File: src/rtl/work_receiver_if.sv
// Byte-stream in / assembled-frame out bundle between the UART RX side and work_handler.
// The master drives the receive stream and the acknowledge; the receiver (slave) returns the frame.
interface work_receiver_if #(
    parameter int WORK_BYTES = 80
);
    logic [7:0]              rx_data;
    logic                    new_rx_data;
    logic                    got_work;
    logic                    new_work;
    logic [8*WORK_BYTES-1:0] work_data;
    logic                    busy;
    logic                    frame_error;
    logic                    overrun;
    logic [6:0]              bytes_rcvd;

    modport master (
        output rx_data, new_rx_data, got_work,
        input  new_work, work_data, busy, frame_error, overrun, bytes_rcvd
    );

    modport slave (
        input  rx_data, new_rx_data, got_work,
        output new_work, work_data, busy, frame_error, overrun, bytes_rcvd
    );
endinterface

File: src/rtl/work_receiver.sv
// Assembles one SYNC-prefixed frame of WORK_BYTES bytes from the RX byte strobe stream and
// holds it on work_data with new_work until work_handler acknowledges with got_work.
//
//  state     | meaning
//  S_IDLE    | hunting for SYNC_BYTE; every other byte is discarded
//  S_COLLECT | storing payload bytes into the staging register; inter-byte timer running
//  S_PRESENT | frame published on work_data, new_work high, waiting for got_work
module work_receiver #(
    parameter int         WORK_BYTES     = 80,
    parameter logic [7:0] SYNC_BYTE      = 8'hA5,
    parameter int         TIMEOUT_CYCLES = 50_000_000
) (
    input logic            clk,
    input logic            rst_n,
    work_receiver_if.slave bus
);

    localparam int              TW         = $clog2(TIMEOUT_CYCLES) + 1;
    localparam int              DW         = 8 * WORK_BYTES;
    localparam logic [TW-1:0]   TIMER_LAST = TW'(TIMEOUT_CYCLES - 1);
    localparam logic [6:0]      LAST_IDX   = 7'(WORK_BYTES - 1);

    typedef enum logic [1:0] {
        S_IDLE    = 2'd0,
        S_COLLECT = 2'd1,
        S_PRESENT = 2'd2
    } state_t;

    state_t          r_state;
    logic [DW-1:0]   r_stage;
    logic [DW-1:0]   r_work_data;
    logic [6:0]      r_bytes;
    logic [TW-1:0]   r_timer;
    logic            r_new_work;
    logic            r_busy;
    logic            r_frame_error;
    logic            r_overrun;

    logic [DW-1:0]   w_stage_next;
    logic            w_strobe;

    assign w_strobe = bus.new_rx_data;

    // Staging value including the current byte, so the final byte can go straight to work_data.
    always_comb begin
        w_stage_next = r_stage;
        for (int k = 0; k < WORK_BYTES; k++) begin
            if (r_bytes == 7'(k)) begin
                w_stage_next[8*k +: 8] = bus.rx_data;
            end
        end
    end

    always_ff @(posedge clk or negedge rst_n) begin
        if (!rst_n) begin
            r_state       <= S_IDLE;
            r_stage       <= '0;
            r_work_data   <= '0;
            r_bytes       <= '0;
            r_timer       <= '0;
            r_new_work    <= 1'b0;
            r_busy        <= 1'b0;
            r_frame_error <= 1'b0;
            r_overrun     <= 1'b0;
        end else begin
            r_frame_error <= 1'b0;
            r_overrun     <= 1'b0;
            case (r_state)
                S_IDLE: begin
                    if (w_strobe && (bus.rx_data == SYNC_BYTE)) begin
                        r_state <= S_COLLECT;
                        r_bytes <= '0;
                        r_timer <= '0;
                        r_busy  <= 1'b1;
                    end
                end

                S_COLLECT: begin
                    if (w_strobe) begin
                        // A byte on the expiry cycle still counts; the timer simply restarts.
                        r_stage <= w_stage_next;
                        r_bytes <= r_bytes + 7'd1;
                        r_timer <= '0;
                        if (r_bytes == LAST_IDX) begin
                            r_work_data <= w_stage_next;
                            r_new_work  <= 1'b1;
                            r_state     <= S_PRESENT;
                        end
                    end else if (r_timer == TIMER_LAST) begin
                        r_frame_error <= 1'b1;
                        r_bytes       <= '0;
                        r_timer       <= '0;
                        r_busy        <= 1'b0;
                        r_state       <= S_IDLE;
                    end else begin
                        r_timer <= r_timer + TW'(1);
                    end
                end

                S_PRESENT: begin
                    if (w_strobe) begin
                        r_overrun <= 1'b1;
                    end
                    if (bus.got_work) begin
                        r_new_work <= 1'b0;
                        r_bytes    <= '0;
                        r_busy     <= 1'b0;
                        r_state    <= S_IDLE;
                    end
                end

                default: begin
                    r_state    <= S_IDLE;
                    r_new_work <= 1'b0;
                    r_busy     <= 1'b0;
                    r_bytes    <= '0;
                    r_timer    <= '0;
                end
            endcase
        end
    end

    assign bus.new_work    = r_new_work;
    assign bus.work_data   = r_work_data;
    assign bus.busy        = r_busy;
    assign bus.frame_error = r_frame_error;
    assign bus.overrun     = r_overrun;
    assign bus.bytes_rcvd  = r_bytes;

endmodule

File: src/flat_wrapper.sv
// flat-port wrapper written by rule: the top's interface ports become plain ports
module work_receiver_flat 
#(
    parameter int         WORK_BYTES     = 80,
    parameter logic [7:0] SYNC_BYTE      = 8'hA5,
    parameter int         TIMEOUT_CYCLES = 50_000_000
)
  (clk, rst_n, bus_rx_data, bus_new_rx_data, bus_got_work, bus_new_work, bus_work_data, bus_busy, bus_frame_error, bus_overrun, bus_bytes_rcvd);
  work_receiver_if #(.WORK_BYTES(WORK_BYTES)) bus_i ();
  input logic clk;
  input logic rst_n;
  input wire logic [$bits(bus_i.rx_data)-1:0] bus_rx_data;
  input wire logic [$bits(bus_i.new_rx_data)-1:0] bus_new_rx_data;
  input wire logic [$bits(bus_i.got_work)-1:0] bus_got_work;
  output wire logic [$bits(bus_i.new_work)-1:0] bus_new_work;
  output wire logic [$bits(bus_i.work_data)-1:0] bus_work_data;
  output wire logic [$bits(bus_i.busy)-1:0] bus_busy;
  output wire logic [$bits(bus_i.frame_error)-1:0] bus_frame_error;
  output wire logic [$bits(bus_i.overrun)-1:0] bus_overrun;
  output wire logic [$bits(bus_i.bytes_rcvd)-1:0] bus_bytes_rcvd;
  assign bus_i.rx_data = bus_rx_data;
  assign bus_i.new_rx_data = bus_new_rx_data;
  assign bus_i.got_work = bus_got_work;
  assign bus_new_work = bus_i.new_work;
  assign bus_work_data = bus_i.work_data;
  assign bus_busy = bus_i.busy;
  assign bus_frame_error = bus_i.frame_error;
  assign bus_overrun = bus_i.overrun;
  assign bus_bytes_rcvd = bus_i.bytes_rcvd;
  work_receiver #(.WORK_BYTES(WORK_BYTES), .SYNC_BYTE(SYNC_BYTE), .TIMEOUT_CYCLES(TIMEOUT_CYCLES)) u_core (.clk(clk), .rst_n(rst_n), .bus(bus_i));
endmodule
File: config.mk
export PLATFORM = sky130hd
export DESIGN_NAME = work_receiver_flat
export DESIGN_NICKNAME = d
export VERILOG_FILES = /design/src/rtl/work_receiver_if.sv /design/src/rtl/work_receiver.sv /design/src/flat_wrapper.sv
export SDC_FILE = /design/constraint.sdc
export NUM_CORES = 2
export LEC_CHECK = 0
export CORE_MARGIN = 4
export CORE_UTILIZATION = 68
export DETAILED_ROUTE_END_ITERATION = 16
export DONT_BUFFER_PORTS = 1
export GPL_ROUTABILITY_DRIVEN = 0
export HOLD_SLACK_MARGIN = 0.08
export MAX_ROUTING_LAYER = met4
export PLACE_DENSITY_LB_ADDON = 0.1
export SLEW_MARGIN = 20
export SYNTH_ARGS = -nofsm -noshare
export SYNTH_HDL_FRONTEND = slang
export SYNTH_SLANG_ARGS = --single-unit
File: constraint.sdc
create_clock -name clk -period 7.2 [get_ports clk]
set_clock_uncertainty 0.2 [all_clocks]
set_input_delay 0.72 -clock clk [delete_from_list [all_inputs] [get_ports clk]]
set_output_delay 0.72 -clock clk [all_outputs]
set_load 0.02 [all_outputs]
Word-level counts from Yosys, hierarchy flattened:

Index checks and enable logic that the tools add are counted.

* register bits after elaboration: 1320
* output and inout bits: 651

* add/subtract/negate cells: 2
* equal/unequal tests: 91
* muxes and demuxes: 108
* bitwise operators: 2
* reductions and logical operators: 10

Operators by type and width (count)
* 2-to-1 mux 8 bit: 80
* == test 7 x 6 -> 1 bit, second input constant: 32
* == test 7 x 5 -> 1 bit, second input constant: 16
* == test 7 bit, second input constant: 16
* 2-to-1 mux 27 bit: 3
* case mux 27 bit (3 select lines): 1
* == test 7 x 4 -> 1 bit, second input constant: 8
* == test 7 x 3 -> 1 bit, second input constant: 4
* 2-to-1 mux 7 bit: 4
* adder 27 x 1 -> 27 bit, second input constant: 1
* == test 27 x 26 -> 1 bit, second input constant: 1
* case mux 7 bit (3 select lines): 1
* == test 7 x 2 -> 1 bit, second input constant: 2
* AND reduction 4 bit: 3
* 2-to-1 mux 1 bit: 11
* 2-to-1 mux 2 bit: 5
* == test 8 bit, second input constant: 1
* adder 7 x 1 -> 7 bit, second input constant: 1
* == test 7 x 1 -> 1 bit, second input constant: 1
* logical NOT 7 bit: 1
* inequality test 2 x 1 -> 1 bit, second input constant: 3
* inequality test 2 bit, second input constant: 3
* inequality test 3 x 2 -> 1 bit, second input constant: 2
* case mux 1 bit (3 select lines): 2
* 8 further kinds: 11

Depth between registers and ports, before layout:

* depth after elaboration: 4
* mapped depth: 10
* mapped depth without buffers: 6

Worst setup path after synthesis:

OpenSTA, ideal clock, no wires.

* path kind: reg2reg
* from: reg u_core.r_bytes[0], in the netlist u_core.bus.bytes_rcvd[0]
* to: reg u_core.r_stage[368]
* data arrival time: 2.138 ns
* data required time: 6.875 ns
* slack: 4.737 ns
* stages on the path, launching flop included: 8
* buffers on the path: 2
* cell sequence: dfrtp_1 inv_1 ha_1 clkbuf_1 nand3_1 buf_2 nor3_2 mux2_2

* word-level cells in the longest chain between the ends: 2

RTL lines
* start, declared: RTL line work_receiver.sv:32 `logic [6:0] r_bytes;`
* start signal, assigned: RTL line work_receiver.sv:82 `r_bytes <= r_bytes + 7'd1;`
* == test 7 x 6 -> 1 bit: RTL line work_receiver.sv:48 `if (r_bytes == 7'(k)) begin`
* 2-to-1 mux 8 bit: RTL line work_receiver.sv:48
* end signal, assigned: RTL line work_receiver.sv:81 `r_stage <= w_stage_next;`
* end, declared: RTL line work_receiver.sv:30 `logic [DW-1:0] r_stage;`

Every way passes these cells.
A chain may end at the register's enable or synchronous reset.

==> Implementation_results.wiki <==
{| class="wikitable"
! Metric !! Value
|-
| Net total in the final layout || 4,447
|-
| Final max-slew violation count || 0
|-
| Arrival time at the worst endpoint || a little under 5 ns
|-
| DR vias || 35.39k
|-
| H-tree Lvls || 4
|-
| Compound-gate portion of the synthesized area || 5.990%
|-
| Width of the die || 295.8 µm
|-
| Number of buffers on the longest clock path || 3
|-
| Final Hold Fails || 0
|-
| Number of placement rows || 105
|-
| I/O pin total || 663
|-
| Post-Route WL || 154,500 µm
|-
| Area added between synthesis and finish || 9.480%
|-
| Req. time, crit path || 7.75 ns
|-
| Pre-CTS setup slack || approximately 3.5 ns
|-
| Fraction of registers with async set/reset || 100.0%
|-
| First DRT Iteration DRCs || 2,817
|-
| Clock latency on the worst-skew pair || 0.73 ns
|-
| Finish-stage setup viols || 0
|-
| Count of warnings emitted by yosys || 0
|-
| Upper clock frequency limit || ~0.23 GHz
|-
| Adder-cell share of the synthesized area || 0.1111%
|-
| Final critical-path share of the clock period || 59.46%
|-
| Worst-Margin Slew || 1.101 ns
|-
| Path class of the lowest-slack min-delay path || in -> reg
|-
| Filler Cells Inserted || between 5k and 6k
|-
| Minimum period implied by the final worst setup slack || 4.281 ns
|-
| Wire length of the first global-routing pass || 228,200 µm
|-
| Number of global-route vias before repair || 34.49k
|-
| Count of nets left with antenna violations after detail routing || 0
|-
| Count of buffers inserted at the top-level ports || 0
|-
| Main combinational cell family by area after synthesis || multiplexers
|-
| Worst IR drop on VDD || 0.2112 mV
|-
| Aggregate global-route resource usage || 36.07%
|-
| Post-synthesis instance area || 56,320 µm²
|-
| Area taken by flip-flops and latches || 32,830 µm²
|-
| Simple-gate share of the synthesized area || 8.751%
|-
| Count of state elements after synthesis || 1,312
|-
| Setup TNS || 0 ns
|-
| Reg clk slew, reported paths || 0.07 ns
|-
| Kind of end point of the critical path || async pin
|-
| Number of buffers added by the clock tree synthesis step || around 140
|-
| Top cells by area in the synthesized netlist || dfrtp_1 58%, mux2_2 13%, mux2i_1 11%
|-
| Setup slack of the critical path after layout || 2.919 ns
|-
| Share of final-layout standard cells stronger than drive strength 1 || 22.55%
|-
| Die height || 295.8 µm
|-
| Post-detailed-route DRC marker count || 0
|-
| Cts repair resizes || 0
|-
| Max capacitance violation total || 0
|-
| Mux cell area share after synthesis || 23.89%
|-
| GRT overflow || 0
|-
| Worst setup path category || in -> async
|-
| Number of flops mapped to enable cells by yosys || 0
|-
| Fraction of synthesized cell area taken by the top area cell type || 58.30%
|-
| Starting utilization of the core area || 68.59%
|-
| Number of nets produced by synthesis || 4,597
|-
| Library cell used as clock root buffer || clkbuf_16
|-
| Number of iterations in the first detailed-routing pass || 5
|-
| Synthesized-area fraction occupied by xor and xnor cells || 0.3110%
|-
| Pin count of the biggest net entering global routing || 1,313
|-
| Multi-input logic area || 22,050 µm²
|-
| Clock tree from TritonCTS || yes
|-
| Most frequent cells after synthesis || 1,312 x dfrtp_1, 693 x nand2_1, 633 x mux2i_1, 632 x mux2_2, 628 x o21ai_0
|-
| Synth Flop Type || dfrtp_1
|-
| Worst setup SP type || primary input
|-
| Syn avg cell area || 12.30 µm²
|-
| Max FO, Critical Path || between 150 and 200
|-
| Setup repair after global routing missed its margin || false
|-
| Routed length per instance || 27.57 µm
|-
| Placeable Area || 82,110 µm²
|-
| Half-perimeter wire length after placement || between 80,000 and 90,000 µm
|-
| Antenna violations before repair || 4
|-
| Outcome || finished clean
|-
| Static Leakage || 28.39 nW
|-
| Total power per unit cell area || 276.7 nW/µm²
|-
| Library cell with the highest instance count after synthesis || dfrtp_1
|-
| Post-CTS setup buffer count || 0
|-
| Instance count of the mapped netlist || between 4k and 5k
|-
| Detailed-route vias per instance || 6.315
|-
| Power Total || about 17 mW
|-
| Clock sinks || 1,312
|-
| Cell type with the largest total area after synthesis || dfrtp_1
|-
| Overall die area || 87,490 µm²
|-
| Unique masters post-synth || roughly 50
|-
| Tightest slew margin relative to the limit || 26.49%
|-
| Sequential element share of the synthesized area || 58.30%
|}
[sequential cells by signal, indices dropped and copies added (netlist names)]
| signal | count |
|---|---|
| u_core.bus.busy | 1 |
| u_core.r_state | 2 |
| u_core.bus.work_data | 640 |
| u_core.bus.bytes_rcvd | 7 |
| u_core.bus.new_work | 1 |
| u_core.r_timer | 27 |
| u_core.bus.overrun | 1 |
| u_core.bus.frame_error | 1 |
| u_core.r_stage | 632 |
[cell usage in the layout (no fill, tap or decap), types with 5 or more instances in the layout]
cell type,count
a21oi_1,9
and2_1,9
buf_12,12
buf_16,18
buf_4,10
bufinv_16,6
clkbuf_1,41
clkbuf_16,139
clkbuf_8,27
clkinv_2,11
dfrtp_1,1312
dlygate4sd3_1,13
ha_1,5
mux2_2,632
mux2i_1,633
nand2_1,693
nand2_2,5
nand2_4,7
nand3_1,36
nand3_2,8
nand4_1,14
nor2_1,36
nor2_2,35
nor2_8,23
nor3_2,47
nor3_4,16
o21ai_0,628
o21ai_1,15
xor2_1,17
[final cells by class]
cell class                      instances  area share, %
Sequential cell                      1312          53.25
Multi-Input combinational cell       2924          35.77
Clock buffer                          207          6.494
Tap cell                             1070          2.171
Timing Repair Buffer                   53          1.526
Clock inverter                         32         0.7610
Inverter                                4        0.02435
Antenna cell                            2       0.008117
[kinds of logic after synthesis]
group	Yosys count
simple gates	968
buf+inv	344
flops	1312
compound gates	666
mux	1265
fa+ha+maj	5
xor+xnor	20
[report_power, final]
| part | leakage [nW] | internal (mW) | total (mW) | switching, mW |
|---|---|---|---|---|
| Combinational | 8.02 | 0.694 | 2.00 | 1.31 |
| Clock | 2.18 | 4.08 | 7.02 | 2.94 |
| Sequential | 18.2 | 7.76 | 8.04 | 0.275 |
| Total | 28.4 | 12.5 | 17.1 | 4.52 |
[critical path, stage by stage]
cell	delay (ns)
dlygate4sd3_1	0.63
buf_16	0.57
buf_16	0.61
buf_16	0.66
buf_16	0.59
buf_16	0.59
[metrics by stage]
stage	hold slack, ns	std cells	util, %	instance area, µm²
after floorplan	0.2244	4580	-	56320
after global placement	0.2524	5325	68.69	56400
after detailed placement	0.2558	5325	68.70	56410
after CTS	-0.5298	5591	74.75	61380
after global routing	0.1415	5604	75.09	61660
final	0.1310	5604	75.09	61660
[per-layer routing]
metal / share of wire, % / vias to the layer above / wire length, µm / global-route usage, %
met4: 5.1 / 0 / 7822 / 16.34
met3: 9.2 / 347 / 14210 / 11.41
li1: - / 15620 / - / -
met5: 0 / - / 0 / -
met1: 39 / 18170 / 60720 / 45.43
met2: 46 / 1257 / 71760 / 54.09
[worst paths after layout]
kind	startpoint	to	slack, ns	depth (start not counted)
max in group clk	u_core.r_state[0]$_DFFE_PN0P_	u_core.bus.work_data[136]$_DFFE_PN0P_	3.32	7
worst max-delay path	rst_n	u_core.r_stage[579]$_DFFE_PN0P_	2.92	6
min in group asynchronous	rst_n	u_core.r_stage[208]$_DFFE_PN0P_	0.47	2
worst min register to register	u_core.r_stage[502]$_DFFE_PN0P_	u_core.r_stage[502]$_DFFE_PN0P_	0.30	1
worst max register to register	u_core.r_state[0]$_DFFE_PN0P_	u_core.bus.work_data[136]$_DFFE_PN0P_	3.32	7
worst min-delay path	bus_rx_data[5]	u_core.bus.work_data[29]$_DFFE_PN0P_	0.13	2
[what timing repair did]
action	CTS	global route
hold buffers	27	3
setup endpoints to repair	0	0
endpoints found under the hold margin	2416	582
Note: power is estimated with default switching activity, not from simulation.
